==> src/rtl/alu_seq_pkg.sv <==
// rtl/alu_seq_pkg.sv - opcode encodings and FSM states shared by the alu_seq files
package alu_seq_pkg;

  // Opcode values presented on sel
  localparam logic [2:0] OP_XOR  = 3'd0;
  localparam logic [2:0] OP_AND  = 3'd1;
  localparam logic [2:0] OP_OR   = 3'd2;
  localparam logic [2:0] OP_SHR  = 3'd3;
  localparam logic [2:0] OP_ADD  = 3'd4;
  localparam logic [2:0] OP_MUL  = 3'd5;
  localparam logic [2:0] OP_SUB  = 3'd6;
  localparam logic [2:0] OP_MUL5 = 3'd7;

  // Control FSM: MUL detours through RUN/FIX, everything else goes straight to HOLD
  typedef enum logic [1:0] {
    ST_IDLE    = 2'd0,
    ST_MUL_RUN = 2'd1,
    ST_MUL_FIX = 2'd2,
    ST_HOLD    = 2'd3
  } state_t;

endpackage

==> src/rtl/alu_seq_mult.sv <==
// rtl/alu_seq_mult.sv - unsigned shift-add magnitude multiplier, one step per cycle
module alu_seq_mult #(
  parameter int WIDTH = 6
) (
  input  logic               clk,
  input  logic               rst,
  input  logic               start,
  input  logic [WIDTH-1:0]   mcand,
  input  logic [WIDTH-1:0]   mplier,
  output logic [2*WIDTH-1:0] product,
  output logic               done
);

  localparam int CNT_W = $clog2(WIDTH + 1);

  // High half is the accumulator, low half starts as the multiplier and drains out
  logic [2*WIDTH-1:0] r_prod;
  logic [WIDTH-1:0]   r_mcand;
  logic [CNT_W-1:0]   r_cnt;
  logic               r_busy;

  // Carry out of the accumulator add is kept and shifted into the MSB
  logic [WIDTH:0]     w_sum;
  logic [WIDTH:0]     w_addend;

  assign w_addend = r_prod[0] ? {1'b0, r_mcand} : '0;
  assign w_sum    = {1'b0, r_prod[2*WIDTH-1:WIDTH]} + w_addend;

  // done marks the cycle whose closing edge performs the final step, so the
  // caller can leave its run state on the same edge the product completes
  assign done    = r_busy && (r_cnt == CNT_W'(WIDTH - 1));
  assign product = r_prod;

  // Load operands on start, then one conditional add plus right shift per cycle
  always_ff @(posedge clk or posedge rst) begin
    if (rst) begin
      r_prod  <= '0;
      r_mcand <= '0;
      r_cnt   <= '0;
      r_busy  <= 1'b0;
    end else if (start) begin
      r_prod  <= {{WIDTH{1'b0}}, mplier};
      r_mcand <= mcand;
      r_cnt   <= '0;
      r_busy  <= 1'b1;
    end else if (r_busy) begin
      r_prod <= {w_sum, r_prod[WIDTH-1:1]};
      r_cnt  <= r_cnt + CNT_W'(1);
      if (r_cnt == CNT_W'(WIDTH - 1)) begin
        r_busy <= 1'b0;
      end
    end
  end

endmodule

==> src/rtl/alu_seq.sv <==
// rtl/alu_seq.sv - registered signed ALU with handshake, flags and multi-cycle MUL
module alu_seq
  import alu_seq_pkg::*;
#(
  parameter int WIDTH = 6
) (
  input  logic                      clk,
  input  logic                      rst,
  input  logic                      in_valid,
  output logic                      in_ready,
  input  logic [2:0]                sel,
  input  logic signed [WIDTH-1:0]   a,
  input  logic signed [WIDTH-1:0]   b,
  output logic                      out_valid,
  input  logic                      out_ready,
  output logic signed [WIDTH-1:0]   y,
  output logic signed [2*WIDTH-1:0] y_full,
  output logic                      flag_z,
  output logic                      flag_n,
  output logic                      flag_v
);

  localparam int W2 = 2 * WIDTH;

  state_t           r_state;
  logic             r_in_ready;
  logic             r_out_valid;
  logic [WIDTH-1:0] r_y;
  logic [W2-1:0]    r_full;
  logic             r_z;
  logic             r_n;
  logic             r_v;
  logic             r_neg;

  // Raw bit views of the operands; all arithmetic below is explicit about sign
  logic [WIDTH-1:0] w_a;
  logic [WIDTH-1:0] w_b;
  logic [WIDTH:0]   w_sum;
  logic [WIDTH:0]   w_diff;
  logic [W2-1:0]    w_a_ext;
  logic [W2-1:0]    w_mul5;

  logic             w_accept;
  logic             w_mul_start;
  logic [WIDTH-1:0] w_abs_a;
  logic [WIDTH-1:0] w_abs_b;
  logic [W2-1:0]    w_prod;
  logic             w_mul_done;

  logic [WIDTH-1:0] w_y;
  logic [W2-1:0]    w_full;
  logic             w_v;

  logic [W2-1:0]    w_fix_full;
  logic [WIDTH-1:0] w_fix_y;
  logic             w_fix_v;

  assign w_a     = a;
  assign w_b     = b;
  assign w_sum   = {w_a[WIDTH-1], w_a} + {w_b[WIDTH-1], w_b};
  assign w_diff  = {w_a[WIDTH-1], w_a} - {w_b[WIDTH-1], w_b};
  assign w_a_ext = {{WIDTH{w_a[WIDTH-1]}}, w_a};
  assign w_mul5  = (w_a_ext << 2) + w_a_ext;

  assign w_accept    = in_valid && r_in_ready;
  assign w_mul_start = w_accept && (sel == OP_MUL);

  // Magnitudes are unsigned WIDTH bits so the most negative value maps to 2^(WIDTH-1)
  assign w_abs_a = w_a[WIDTH-1] ? (WIDTH'(0) - w_a) : w_a;
  assign w_abs_b = w_b[WIDTH-1] ? (WIDTH'(0) - w_b) : w_b;

  alu_seq_mult #(
    .WIDTH (WIDTH)
  ) u_mult (
    .clk     (clk),
    .rst     (rst),
    .start   (w_mul_start),
    .mcand   (w_abs_a),
    .mplier  (w_abs_b),
    .product (w_prod),
    .done    (w_mul_done)
  );

  // Signed MUL result: apply the latched sign to the unsigned 2W-bit magnitude
  assign w_fix_full = r_neg ? (W2'(0) - w_prod) : w_prod;
  assign w_fix_y    = w_fix_full[WIDTH-1:0];
  assign w_fix_v    = (w_fix_full != {{WIDTH{w_fix_y[WIDTH-1]}}, w_fix_y});

  // Single-cycle result, full-width result and overflow for the non-MUL opcodes
  always_comb begin
    w_y    = '0;
    w_full = '0;
    w_v    = 1'b0;
    case (sel)
      OP_XOR:  w_y = w_a ^ w_b;
      OP_AND:  w_y = w_a & w_b;
      OP_OR:   w_y = w_a | w_b;
      OP_SHR:  w_y = {w_a[WIDTH-1], w_a[WIDTH-1:1]};
      OP_ADD: begin
        w_y = w_sum[WIDTH-1:0];
        w_v = (w_a[WIDTH-1] == w_b[WIDTH-1]) && (w_sum[WIDTH-1] != w_a[WIDTH-1]);
      end
      OP_SUB: begin
        // Overflow of a + (-b): signs of a and -b agree exactly when a and b differ
        w_y = w_diff[WIDTH-1:0];
        w_v = (w_a[WIDTH-1] != w_b[WIDTH-1]) && (w_diff[WIDTH-1] != w_a[WIDTH-1]);
      end
      OP_MUL5: w_y = w_mul5[WIDTH-1:0];
      default: w_y = '0;
    endcase
    w_full = {{WIDTH{w_y[WIDTH-1]}}, w_y};
    if (sel == OP_ADD) begin
      w_full = {{(WIDTH-1){w_sum[WIDTH]}}, w_sum};
    end else if (sel == OP_SUB) begin
      w_full = {{(WIDTH-1){w_diff[WIDTH]}}, w_diff};
    end else if (sel == OP_MUL5) begin
      w_full = w_mul5;
      w_v    = (w_mul5 != {{WIDTH{w_y[WIDTH-1]}}, w_y});
    end
  end

  // Control FSM with registered handshake signals and result registers
  always_ff @(posedge clk or posedge rst) begin
    if (rst) begin
      r_state     <= ST_IDLE;
      r_in_ready  <= 1'b1;
      r_out_valid <= 1'b0;
      r_y         <= '0;
      r_full      <= '0;
      r_z         <= 1'b0;
      r_n         <= 1'b0;
      r_v         <= 1'b0;
      r_neg       <= 1'b0;
    end else begin
      case (r_state)
        ST_IDLE: begin
          if (w_accept) begin
            r_in_ready <= 1'b0;
            if (sel == OP_MUL) begin
              r_neg   <= w_a[WIDTH-1] ^ w_b[WIDTH-1];
              r_state <= ST_MUL_RUN;
            end else begin
              r_y         <= w_y;
              r_full      <= w_full;
              r_z         <= (w_y == '0);
              r_n         <= w_y[WIDTH-1];
              r_v         <= w_v;
              r_out_valid <= 1'b1;
              r_state     <= ST_HOLD;
            end
          end
        end
        ST_MUL_RUN: begin
          if (w_mul_done) begin
            r_state <= ST_MUL_FIX;
          end
        end
        ST_MUL_FIX: begin
          r_y         <= w_fix_y;
          r_full      <= w_fix_full;
          r_z         <= (w_fix_y == '0);
          r_n         <= w_fix_y[WIDTH-1];
          r_v         <= w_fix_v;
          r_out_valid <= 1'b1;
          r_state     <= ST_HOLD;
        end
        ST_HOLD: begin
          if (out_ready) begin
            r_out_valid <= 1'b0;
            r_in_ready  <= 1'b1;
            r_state     <= ST_IDLE;
          end
        end
        default: begin
          r_state     <= ST_IDLE;
          r_in_ready  <= 1'b1;
          r_out_valid <= 1'b0;
        end
      endcase
    end
  end

  assign in_ready  = r_in_ready;
  assign out_valid = r_out_valid;
  assign y         = r_y;
  assign y_full    = r_full;
  assign flag_z    = r_z;
  assign flag_n    = r_n;
  assign flag_v    = r_v;

endmodule

==> config.mk <==
export PLATFORM = sky130hd
export DESIGN_NAME = alu_seq
export DESIGN_NICKNAME = d
export VERILOG_FILES = /design/src/rtl/alu_seq_pkg.sv /design/src/rtl/alu_seq_mult.sv /design/src/rtl/alu_seq.sv
export SDC_FILE = /design/constraint.sdc
export NUM_CORES = 1
export LEC_CHECK = 0
export CORE_MARGIN = 3
export CORE_UTILIZATION = 45
export DETAILED_ROUTE_END_ITERATION = 10
export PLACE_DENSITY = 0.7
export SLEW_MARGIN = 20
export SYNTH_ARGS = -nofsm -noshare
export SYNTH_HDL_FRONTEND = slang
export SYNTH_SLANG_ARGS = --single-unit
==> constraint.sdc <==
create_clock -name clk -period 4.5 [get_ports clk]
set_clock_uncertainty 0.05 [all_clocks]
set_input_delay 0.45 -clock clk [delete_from_list [all_inputs] [get_ports clk]]
set_output_delay 0.45 -clock clk [all_outputs]
set_load 0.02 [all_outputs]
# ---- After elaboration in Yosys (flattened, before gate mapping)
# Index checks and enable logic that the tools add are counted.
dict set report totals {
  elab_cells 110
  regBits 48
  inputBits 19
}
dict set report classes {
  eq_ne 21
  n_addsub 8
  bitwise 4
  muxes 46
  reduce_logical 18
}
# operator count
set op_table {}
lappend op_table {{2-to-1 mux 12 bit} 8}
lappend op_table {{case mux 6 bit (7 select lines)} 1}
lappend op_table {{2-to-1 mux 6 bit} 5}
lappend op_table {{case mux 12 bit (2 select lines)} 1}
lappend op_table {{2-to-1 mux 1 bit} 17}
lappend op_table {{== test 3 bit, second input constant} 5}
lappend op_table {{zero test 6 bit} 2}
lappend op_table {{inequality test 12 bit} 1}
lappend op_table {{case mux 6 bit (2 select lines)} 1}
lappend op_table {{AND reduction 3 bit} 4}
lappend op_table {{subtractor 1 x 12 -> 12 bit, first input constant} 1}
lappend op_table {{subtractor 1 x 6 -> 6 bit, first input constant} 2}
lappend op_table {{case mux 1 bit (2 select lines)} 5}
lappend op_table {{adder 8 x 6 -> 9 bit} 1}
lappend op_table {{2-to-1 mux 2 bit} 4}
lappend op_table {{case mux 2 bit (4 select lines)} 1}
lappend op_table {{adder 6 x 6 -> 7 bit} 1}
lappend op_table {{adder 6 x 7 -> 7 bit} 1}
lappend op_table {{subtractor 6 x 6 -> 7 bit} 1}
lappend op_table {{AND 6 bit} 1}
lappend op_table {{== test 3 x 2 -> 1 bit, second input constant} 2}
lappend op_table {{2-to-1 mux 3 bit} 2}
lappend op_table {{inequality test 2 bit, second input constant} 3}
lappend op_table {{inequality test 6 bit} 1}
lappend op_table {{17 further kinds} 26}

# ---- Depth between registers and ports, before layout
# Gate-level depths: netlist (run 1).
dict set report depth {
  ltp_word 10
  depth_mapped 10
  mapped_depth_nobuf 10
}

# ---- Modules after synthesis
# A second synthesis (run 1) with hierarchy kept.
dict set report hier_totals {
  hier_cells 512
  hier_area_um2 4454.3
}
# mod cells_per_inst n_inst area_each_um2
set modules_own_cells {}
lappend modules_own_cells {alu_seq 397 1 3241.9}
lappend modules_own_cells {alu_seq_mult 115 1 1212.4}

# ---- Worst setup path before layout (run 1)
# OpenSTA, ideal clock, no wires.
dict set report synth_path {
  path_kind {in2reg}
  start {input port a[5]}
  end {register r_v, in the netlist flag_v}
  t_arrival_ps 2265
  cell_stages 9
  path_buffers 2
  setup_slack_ps 2052
  cell_sequence {inv_1 -> ha_1 -> clkbuf_1 -> mux4_2 -> and2_1 -> clkbuf_1 -> or3_1 -> o211ai_1 -> o211ai_1}
}
dict set report synth_via {
  elab_chain_len 10
}
# element line
set synth_lines {}
lappend synth_lines {{start: declaration} alu_seq.sv:12} ;# input logic signed [WIDTH-1:0] a,
lappend synth_lines {{branches (longest 6 deep; another with adder 8 x 6 -> 9 bit)} --}
lappend synth_lines {{2-to-1 mux 1 bit (*)} alu_seq.sv:112} ;# if (sel == OP_ADD) begin
lappend synth_lines {{2-to-1 mux 1 bit (*)} alu_seq.sv:139} ;# if (sel == OP_MUL) begin
lappend synth_lines {{2-to-1 mux 1 bit (*)} alu_seq.sv:137} ;# if (w_accept) begin
lappend synth_lines {{case mux 1 bit (2 select lines) (*)} alu_seq.sv:135} ;# case (r_state)
lappend synth_lines {{end signal: assignment} alu_seq.sv:147} ;# r_v <= w_v;
lappend synth_lines {{end signal: assignment} alu_seq.sv:163} ;# r_v <= w_fix_v;
lappend synth_lines {{end: declaration} alu_seq.sv:32} ;# logic r_v;
# Mark *: on every way between the ends. The select of a mux whose other input is x is not followed.
# A chain may end at the register's enable or synchronous reset.

# ---- Worst setup path after layout (run 1)
dict set report layout_path {
  start {input port a[1]}
  end {register r_full[10], in the netlist y_full[10]}
}
dict set report layout_via {
  elab_chain_len 8
}
# element line
set layout_lines {}
lappend layout_lines {{adder 8 x 6 -> 9 bit, or another cell as far along} alu_seq.sv:63} ;# assign w_mul5 = (w_a_ext << 2) + w_a_ext;
lappend layout_lines {{case mux 6 bit (7 select lines)} alu_seq.sv:94} ;# case (sel)
lappend layout_lines {{2-to-1 mux 12 bit} alu_seq.sv:116} ;# end else if (sel == OP_MUL5) begin
lappend layout_lines {{2-to-1 mux 12 bit} alu_seq.sv:114} ;# end else if (sel == OP_SUB) begin
lappend layout_lines {{2-to-1 mux 12 bit (*)} alu_seq.sv:112}
lappend layout_lines {{2-to-1 mux 12 bit (*)} alu_seq.sv:139}
lappend layout_lines {{2-to-1 mux 12 bit (*)} alu_seq.sv:137}
lappend layout_lines {{case mux 12 bit (2 select lines) (*)} alu_seq.sv:135}
lappend layout_lines {{end signal: assignment} alu_seq.sv:144} ;# r_full <= w_full;
lappend layout_lines {{end signal: assignment} alu_seq.sv:160} ;# r_full <= w_fix_full;
lappend layout_lines {{end: declaration} alu_seq.sv:29} ;# logic [W2-1:0] r_full;
# Mark *: on every way between the ends. The rest lies on a longest branch, timed or not. The select of a mux whose other input is x is not followed.

==> results by group, run 1 <==
GRT
  – Vias in the first global route: 3915
  – Gr usage total: 21.5%
  – Global-route wire length before repair: between 15 and 20 mm
  – Grt total ovfl: 0
  – Largest net degree at the start of global routing: 48
  – Initial antenna violation count: 0

Power and ir drop
  – Worst VDD drop: 0.180 mV
  – Leakage: 2.14 nW
  – Pwr dens: 212 nW/um^2

Die
  – DIE WIDTH: 105 um
  – Core area: 9420 sq um
  – Initial Utilization: 47.1%
  – Die ar.: 11100 sq um
  – Io pins: 42
  – Row count: 35
  – Die Y: 105 um

Final layout
  – Final core utilization: 53.3%
  – Layout cell share with drive strength beyond 1: under 10%
  – Nets: 619
  – ANT cells: 0
  – Area Growth Syn to Fin: 13.2%

Worst setup path
  – CP Max Fanout: 11
  – Crit start category: input port
  – Critical Path RT: ~4.6 ns
  – Crit path DAT: 3.75 ns
  – Reg-to-reg endpoint: flag_v$_DFFE_PP0P_
  – Reg-to-Reg Start: u_mult.product[0]$_DFFE_PP0P_
  – Worst setup EP type: flip-flop
  – Reg-to-reg slack, setup: 1.73 ns
  – R2r worst-path depth: 8
  – CP Class: in2reg

Yosys
  – Synthesized Nets: 602
  – Register area share after synthesis: 26.6%
  – Avg Synthesized Cell Area: 8.20 sq um
  – Cells after Synth: 540
  – Top cell type's share of synthesized area: between 20 and 30%
  – Area contributors post-synth: dfrtp_1, ha_1, nand2_1
  – Number of synthesized flops with an enable pin: 0
  – Post-synth top flop: dfrtp_1
  – Most frequent cell after synthesis: nand2_1
  – List of most frequent post-synthesis cells: nand2_1, dfrtp_1, ha_1
  – Distinct cells, synth: between 60 and 70
  – Synthesized area: 4430 sq um
  – Synthesized flop and latch total: 47
  – Synth warn: 0
  – Area leader, netlist: dfrtp_1
  – Share of flip-flops with an asynchronous set or reset: 100%

Worst hold path
  – Hold Startpoint: y_full[4]$_DFFE_PP0P_
  – Worst Hold Path EP: y_full[4]$_DFFE_PP0P_
  – Hold Crit Class: reg2reg
  – Hold path cells: 1

Detailed routing
  – DRT Pass-1 Iters: 7
  – Antenna Nets Post-Route: 0
  – 1st-iter DRT viols: 331
  – # DRC: 0
  – Routed len/inst: 17.1 um
  – Via Count: 4090
  – Vias per cell: 5.95
  – Routed WL: 11.7 mm

Clocking
  – CTS tree: yes
  – Clock transition at the registers of the reported paths: 0.09 ns
  – Num CTS Buffers: 5
  – H-tree levels: 2
  – CTS Hold Buffers Added: 0
  – Clk Latency, worst-skew pair: approximately 0.31 ns
  – Root Driver: clkbuf_8
  – Clock sink count: 47
  – Setup bufs post-CTS: 0
  – Clock Path Buffers: 2
  – Post-CTS Resized: 0

Timing
  – Hold slack: 0.436 ns
  – Fin crit share: 80.8%
  – Final setup violating endpoints: 0
  – Slew HR: 34.6%
  – Worst-Margin Slew: 0.968 ns
  – F_max: 275 MHz
  – Minimum clock period after layout: 3.63 ns
  – Max-slew violations: 0
  – RSZ-0062 raised after global routing: false
  – Fin. Hold Viols: 0
  – TNS Setup: 0 ns

Placed design
  – PortBufs: slightly above 40
  – Final HPWL DP: 9.03 mm
  – Gpl congestion: roughly 0.90

Job
  – Max Cap Viol: 0

Run status
  – Status: complete, no violations
==> state kept, by name (all words and copies together) (netlist names) <==
signal / count
r_state: 2
y_full: 12
r_neg: 1
out_valid: 1
flag_v: 1
u_mult.product: 12
u_mult.r_cnt: 3
y: 6
flag_z: 1
u_mult.r_mcand: 6
u_mult.r_busy: 1
in_ready: 1
==> routing by layer <==
metal  routed length [um]  up-vias  track usage (%)
met3                  571       20             2.02
met1                 5550     1943             30.8
li1                     -     1969                -
met4                  229        0             6.84
met5                    0        -                0
met2                 5360      158             34.1
==> cell families (layout without fill, tap and decap cells) <==
family	Yosys count	after routing	share of synthesized area, %
simple gates	174	174	19.7
compound gates	151	151	22.8
buf+inv	77	95	7.06
flops	47	47	26.6
fa+ha+maj	43	43	12.8
xor+xnor	25	25	4.94
mux	23	23	6.10
==> layout by cell type (no fill, tap or decap), types with 3 or more instances in the layout <==
master,instances
mux4_2,3
mux2i_1,18
o221ai_1,4
clkbuf_8,6
dfrtp_1,46
xor2_1,8
nand4_1,3
or4_1,5
and3_1,5
a21oi_1,32
ha_1,39
nor3_1,12
fa_1,4
a31oi_1,6
o211ai_1,8
o31ai_1,12
nor2b_1,6
o21bai_1,4
a211oi_1,8
nand3b_1,3
buf_4,9
xnor2_1,17
o311ai_0,4
o21ai_0,34
nor4_1,6
nor2_1,38
a21o_1,10
clkdlybuf4s50_1,41
nand3_1,14
and2_1,8
inv_1,36
nand2b_1,4
nand2_1,51
or2_2,6
==> critical path, stage by stage <==
cell,delay [ns]
clkdlybuf4s50_1,0.80
inv_1,0.15
ha_1,0.36
a211oi_1,0.41
o21ai_0,0.25
a221oi_1,0.32
a2bb2oi_1,0.21
o31ai_1,0.60
o221ai_1,0.19
==> worst max path at each step <==
stage / end / slack, ns / startpoint / cells after the start
floorplan: flag_v$_DFFE_PP0P_ / 2.05 / a[5] / 9
global placement: y_full[11]$_DFFE_PP0P_ / 0.91 / a[1] / 9
detailed placement: y_full[10]$_DFFE_PP0P_ / 0.68 / a[1] / 9
CTS: y_full[10]$_DFFE_PP0P_ / 1.0 / a[1] / 9
global route: y_full[10]$_DFFE_PP0P_ / 0.60 / a[1] / 9
finish: y_full[10]$_DFFE_PP0P_ / 0.87 / a[1] / 9
==> layout make-up <==
| cell class | instances | area [sq um] |
|---|---|---|
| timing repair buffer | 50 | 478 |
| clock inverter | 2 | 35.0 |
| fill | 898 | 4400 |
| multi-input combinational | 416 | 2940 |
| tap | 129 | 161 |
| sequential | 47 | 1180 |
| clock buffer | 6 | 82.6 |
| inverter | 37 | 140 |
==> where the power goes <==
part           leakage (nW)  internal [mW]  total (mW)  switching, mW
clock network        0.0612          0.180       0.329          0.149
logic                  1.53          0.120       0.283          0.163
registers             0.547          0.439       0.449        0.00991
==> per-stage QoR <==
step	cells	instance area [sq um]	total power [mW]	worst slack, ns
floorplan	540	4430	0.629	2.05
global placement	679	4900	0.735	0.912
detailed placement	679	4900	0.738	0.675
CTS	687	5010	1.06	0.995
global route	687	5010	1.11	0.601
finish	687	5010	1.06	0.866
Power figures use the tool's default switching activity.
==> inputs of run 2 (changes only) <==
==> constraint.sdc (replaced) <==
create_clock -name clk -period 3.5 [get_ports clk]
set_clock_uncertainty 0.05 [all_clocks]
set_input_delay 0.35 -clock clk [delete_from_list [all_inputs] [get_ports clk]]
set_output_delay 0.35 -clock clk [all_outputs]
set_load 0.02 [all_outputs]
==> results by group, run 2 (same netlist as run 1, synthesis figures left out) <==
Run status
  – Status: complete, no violations

Clocking
  – Root Driver: clkbuf_8
  – CTS tree: yes
  – Post-CTS Resized: 0 (unchanged)
  – Setup bufs post-CTS: 0 (unchanged)
  – Clock Path Buffers: 2 (unchanged)
  – Clock transition at the registers of the reported paths: 0.09 ns (about the same)
  – Clk Latency, worst-skew pair: 0.31 ns (about the same)
  – H-tree levels: 2 (unchanged)
  – Num CTS Buffers: 5 (unchanged)
  – Clock sink count: 47 (unchanged)
  – CTS Hold Buffers Added: 0 (unchanged)

Detailed routing
  – Antenna Nets Post-Route: 0 (unchanged)
  – # DRC: 0 (unchanged)
  – Vias per cell: 5.95 (-0.11%)
  – Routed len/inst: 18.0 um (+5.6%)
  – Routed WL: 12.5 mm (+7.0%)
  – Via Count: 4139 (+1.2%)
  – 1st-iter DRT viols: 314 (-5.1%)
  – DRT Pass-1 Iters: 7 (unchanged)

Placed design
  – Final HPWL DP: 9.75 mm (+8.0%)
  – Placed cells: 688 (+1.3%)
  – Gpl congestion: 0.978 (+9.1%)
  – PortBufs: 41 (unchanged)

Final layout
  – Cell Count, Final, Fillers Out: 696 (+1.3%)
  – Layout cell share with drive strength beyond 1: 7.76% (+1.5 points)
  – Sequential cell area: 1180 sq um (unchanged)
  – Footprint of the multi-input gates: 2940 sq um (unchanged)
  – Nets: 628 (+1.5%)
  – Fillers: 884 (-1.6%)
  – Most frequent cells in the layout: nand2_1, dfrtp_1, clkdlybuf4s50_1, ha_1, nor2_1
  – ANT cells: 0 (unchanged)
  – Area Growth Syn to Fin: 14.1%
  – Most common cell after layout, fill and taps aside: nand2_1

Timing
  – Minimum clock period after layout: 2.95 ns
  – Slew HR: 40.6% (+6.1 points)
  – Fin crit share: 84.4%
  – TNS Setup: 0 ns (unchanged)
  – Hold slack: 0.429 ns (-0.00655 ns)
  – Max-slew violations: 0 (unchanged)
  – Worst-Margin Slew: 0.891 ns (-0.0772 ns)
  – Fin. Hold Viols: 0 (unchanged)
  – F_max: 339 MHz
  – RSZ-0062 raised after global routing: false
  – Final setup violating endpoints: 0 (unchanged)

Worst setup path
  – Crit path cell chain: clkdlybuf4s50_1 > inv_1 > ha_1 > o21ai_0 > o21ai_0 > a221oi_1 > a2bb2oi_1 > o31ai_1 > o221ai_1
  – CP Class: in2reg
  – Buf/Inv on CP: 2 (unchanged)
  – CP Max Fanout: 8 (-3)
  – R2r worst-path depth: 8 (unchanged)
  – CP top delay family: compound AO/OA/AOI/OAI gates
  – Reg-to-reg slack, setup: 0.73 ns (-1.00 ns)
  – Reg-to-reg endpoint: flag_v$_DFFE_PP0P_
  – Worst setup EP type: flip-flop
  – Slowest cell on the critical path: clkdlybuf4s50_1
  – Crit path DAT: 3.07 ns (-0.68 ns)
  – Critical Path RT: 3.62 ns (-0.99 ns)
  – Most used cell, CP: o21ai_0
  – Reg-to-Reg Start: u_mult.product[0]$_DFFE_PP0P_
  – Crit start category: input port
  – Max incr delay on CP: 0.60 ns (-0.20 ns)

Worst hold path
  – Hold path cells: 2 (+1)
  – Hold Crit Class: reg2reg
  – Hold Startpoint: y_full[1]$_DFFE_PP0P_
  – Worst Hold Path EP: y_full[1]$_DFFE_PP0P_

Die
  – Io pins: 42 (unchanged)
  – Die ar.: 11100 sq um (unchanged)
  – Die Y: 105 um (unchanged)
  – Core area: 9420 sq um (unchanged)
  – Initial Utilization: 47.1% (unchanged)
  – DIE WIDTH: 105 um (unchanged)
  – Row count: 35 (unchanged)

GRT
  – Global-route wire length before repair: 20.7 mm (+5.3%)
  – Gr usage total: 22.7% (+1.3 points)
  – Largest net degree at the start of global routing: 48 (unchanged)
  – Grt total ovfl: 0 (unchanged)
  – Vias in the first global route: 4008 (+2.4%)
  – Initial antenna violation count: 0 (unchanged)

Power and ir drop
  – Total power: 1.31 mW (+24%)
  – Pwr dens: 259 nW/um^2 (+23%)
  – Leakage: 2.17 nW (+1.5%)
  – Worst VDD drop: 0.157 mV (-13%)

Job
  – Max Cap Viol: 0 (unchanged)
-- run 2: cell count changes in the layout (fill, tap and decap cells not counted) --
cell | before | now
inv_6 | 0 | 2
clkbuf_8 | 6 | 5
buf_4 | 9 | 18
bufinv_16 | 1 | 0
-- run 2: layout make-up --
type,instances,area share (%)
clock inverters,3,0.445
flip-flops and latches,47,23.3
well taps,129,3.19
multi-input cells,416,58.2
inverters,37,2.77
repair buffers,59,10.8
clock buffers,5,1.36
-- run 2: metal layers --
metal / track usage (%) / wire length [um] / vias to the layer above
met1: 30.6 / 5570 / 1980
met3: 2.39 / 716 / 12
met2: 39.1 / 6080 / 157
li1: - / - / 1990
met5: 0 / 0 / -
met4: 5.81 / 165 / 0
-- run 2: power breakdown --
part           switching [mW]  leakage [nW]  internal, mW  total, mW
Clock                   0.212        0.0489         0.145      0.357
Sequential             0.0129         0.547         0.565      0.578
Combinational           0.216          1.58         0.161      0.377
Total                   0.441          2.17         0.871       1.31
-- run 2: how the worst max path moves through the flow --
| stage | start | to | slack [ns] | cells past startpoint |
|---|---|---|---|---|
| floorplan | a[5] | flag_v$_DFFE_PP0P_ | 1.15 | 9 |
| global placement | a[0] | y_full[7]$_DFFE_PP0P_ | 0.31 | 11 |
| detailed placement | a[2] | y_full[10]$_DFFE_PP0P_ | 0.25 | 9 |
| CTS | a[2] | y_full[10]$_DFFE_PP0P_ | 0.58 | 9 |
| global route | a[2] | y_full[11]$_DFFE_PP0P_ | 0.34 | 9 |
| finish | a[2] | y_full[11]$_DFFE_PP0P_ | 0.55 | 9 |
-- run 2: metrics by stage --
step                area [sq um]  utilization [%]  setup slack, ns
finish                      5060             53.7            0.548
detailed placement          4960             52.7            0.250
global route                5060             53.7            0.340
global placement            4960             52.7            0.315
CTS                         5050             53.7            0.578
floorplan                   4430                -             1.15
-- run 2: worst reg2reg max path, cell delays in order, from the launching register on --
cell and delay (ns):
dfrtp_1 0.48, inv_1 0.15, ha_1 0.21, or4b_1 0.60, or4_1 0.45, a21oi_1 0.15
a211oi_1 0.06, a311oi_1 0.34, o211ai_1 0.14
==> patch, RTL diff (flow settings as in run 2) <==
Re-encode `state_t` (4 states) as Gray code, 2 bits wide.
--- a/src/rtl/alu_seq_pkg.sv
+++ b/src/rtl/alu_seq_pkg.sv
@@ -15,6 +15,6 @@
   typedef enum logic [1:0] {
-    ST_IDLE    = 2'd0,
-    ST_MUL_RUN = 2'd1,
-    ST_MUL_FIX = 2'd2,
-    ST_HOLD    = 2'd3
+    ST_IDLE    = 2'b00,
+    ST_MUL_RUN = 2'b01,
+    ST_MUL_FIX = 2'b11,
+    ST_HOLD    = 2'b10
   } state_t;
Check against the original RTL: same outputs for any inputs over 10 cycles, from zero or initial values and one cycle with rst high; not proved beyond that.
==> patch against run 2 <==
Global-route usage fell by 0.36 points. Design area shrank 4.7%. Sequential cell count is the same. Routed wire length fell by 12%. Final cell count fell by 7.8%. Synthesized area down 6.5%. Critical endpoint is now flag_z. Setup slack got worse by 0.19 ns. Via count fell by 8.6%. Critical path depth up 1.
Power is not compared: it rests on default switching activity, and its combinational part moved more than twofold at a synthesized area within 25%.
==> patch: results (changes against run 2) <==
| Metric | Value |
|---|---|
| Run status | complete, no violations |
| Placed cell count | 634 (-7.8%) |
| Asr flop ratio synth | 1.000 (unchanged) |
| Yosys reg bits | 47 (unchanged) |
| Non-clk bufs | 67 (+14%) |
| Buffering overhead | 0.1256 (+0.01776) |
| Global-route track usage on met2 | 0.3798 (-0.01090) |
| Std cell rows | 34 (-2.9%) |
| Metal-1 WL | 4950 µm (-11%) |
| Syn_nets | 548 (-9.0%) |
| Largest stage delay, worst path | 0.47 ns (-0.13 ns) |
| Top Layer Used | met4 |
| GR Util met1 | 0.3038 (-0.002000) |
| Number of global-route vias before repair | 3668 (-8.5%) |
| Worst hold stages | 2 (unchanged) |
| Global-route wire length before repair | 18460 µm (-11%) |
| ANT cells | 0 (unchanged) |
| Clk tree area frac | 0.01687 (-0.001190) |
| Clock buf count | 7 (+2) |
| Multi-input gate count | 379 (-8.9%) |
| Syn Area/Cell | 8.440 µm² (+2.9%) |
| Setup WS pre-CTS | 0.04579 ns (-0.2039 ns) |
| DR iter-0 viols | 192 (-39%) |
| Tot GR Track Use | 0.2238 (-0.003646) |
| DR vias | 3785 (-8.6%) |
| DR vias/cell | 5.896 (-0.86%) |
| Worst-Margin Slew | 0.8401 ns (-0.05059 ns) |
| GPL Wtd Cong | 0.9609 (-1.7%) |
| HPWL Detailed | 8748 µm (-10%) |
| Met2 routed WL | 5393 µm (-11%) |
| Fillcell total | 857 (-3.1%) |
| Fraction of area in multi-input gates | 0.5592 (-0.02235) |
| Synth top area cells | dfrtp_1, ha_1, xnor2_1 |
| CP max-delay cell | clkdlybuf4s50_1 |
| DR WL/cell | 17.27 µm (-4.1%) |
| Final core occ | 0.5447 (+0.007673) |
| Sequential area share after synthesis | 0.2841 (+0.01837) |
| Inverters | 33 (-11%) |
| Crit path max-delay family | simple AND/OR/NAND/NOR gates |
| Placed standard-cell area | 0.004737 mm² (-4.6%) |
| Synth top cells by count | nand2_1, dfrtp_1, nor2_1, ha_1, inv_1 |
| TritonRoute pass-1 iters | 6 (-1) |
| Seq/total area | 0.2443 (+0.01143) |
| Final setup margin | 0.3616 ns (-0.1859 ns) |
| Routed length on met3 | 512 µm (-28%) |
| GRT met3 Usage | 0.02116 (-0.002722) |
| Ratio of cells with drive above 1 in the final layout | 0.08801 (+0.01041) |
| Reg2Reg Depth | 8 (unchanged) |
| Crit Path Max Fanout | 2 (-6) |
| Post_cts resized | 0 (unchanged) |
| Final net count | 590 (-6.1%) |
| Cell variety after synth | 66 (-4.3%) |
| Yosys top cell area share | 0.2778 (+0.01796) |
patch: cell types whose count changed after synthesis, sizes merged, moves of 5 or more:
cell,before,now
a22oi,0,5
a21oi,32,22
ha,39,34
clkbuf,31,21
inv,37,32
o31ai,12,7
xnor2,17,22
patch: power by group:
group,internal (mW),switching [mW],leakage (nW)
clock,0.141,0.187,0.0422
combinational,0.813,0.928,1.49
sequential,0.797,0.336,0.578
patch: cells by family after synthesis:
group	share of synthesized area
simple gates	0.1887
buf+inv	0.06673
compound gates	0.2129
fa+ha+maj	0.1220
xor+xnor	0.06341
flops	0.2841
mux	0.06220
patch: worst paths after layout:
| path | from | endpoint | slack [ns] |
|---|---|---|---|
| setup reg to reg | u_mult.product[0] | flag_v | 0.81 |
| min in group asynchronous | rst | u_mult.r_cnt[0] | 0.45 |
| hold / removal | out_valid | out_valid | 0.43 |
| hold reg to reg | out_valid | out_valid | 0.43 |
| setup / recovery | a[0] | flag_z | 0.36 |
| max in group asynchronous | rst | y_full[5] | 2.48 |
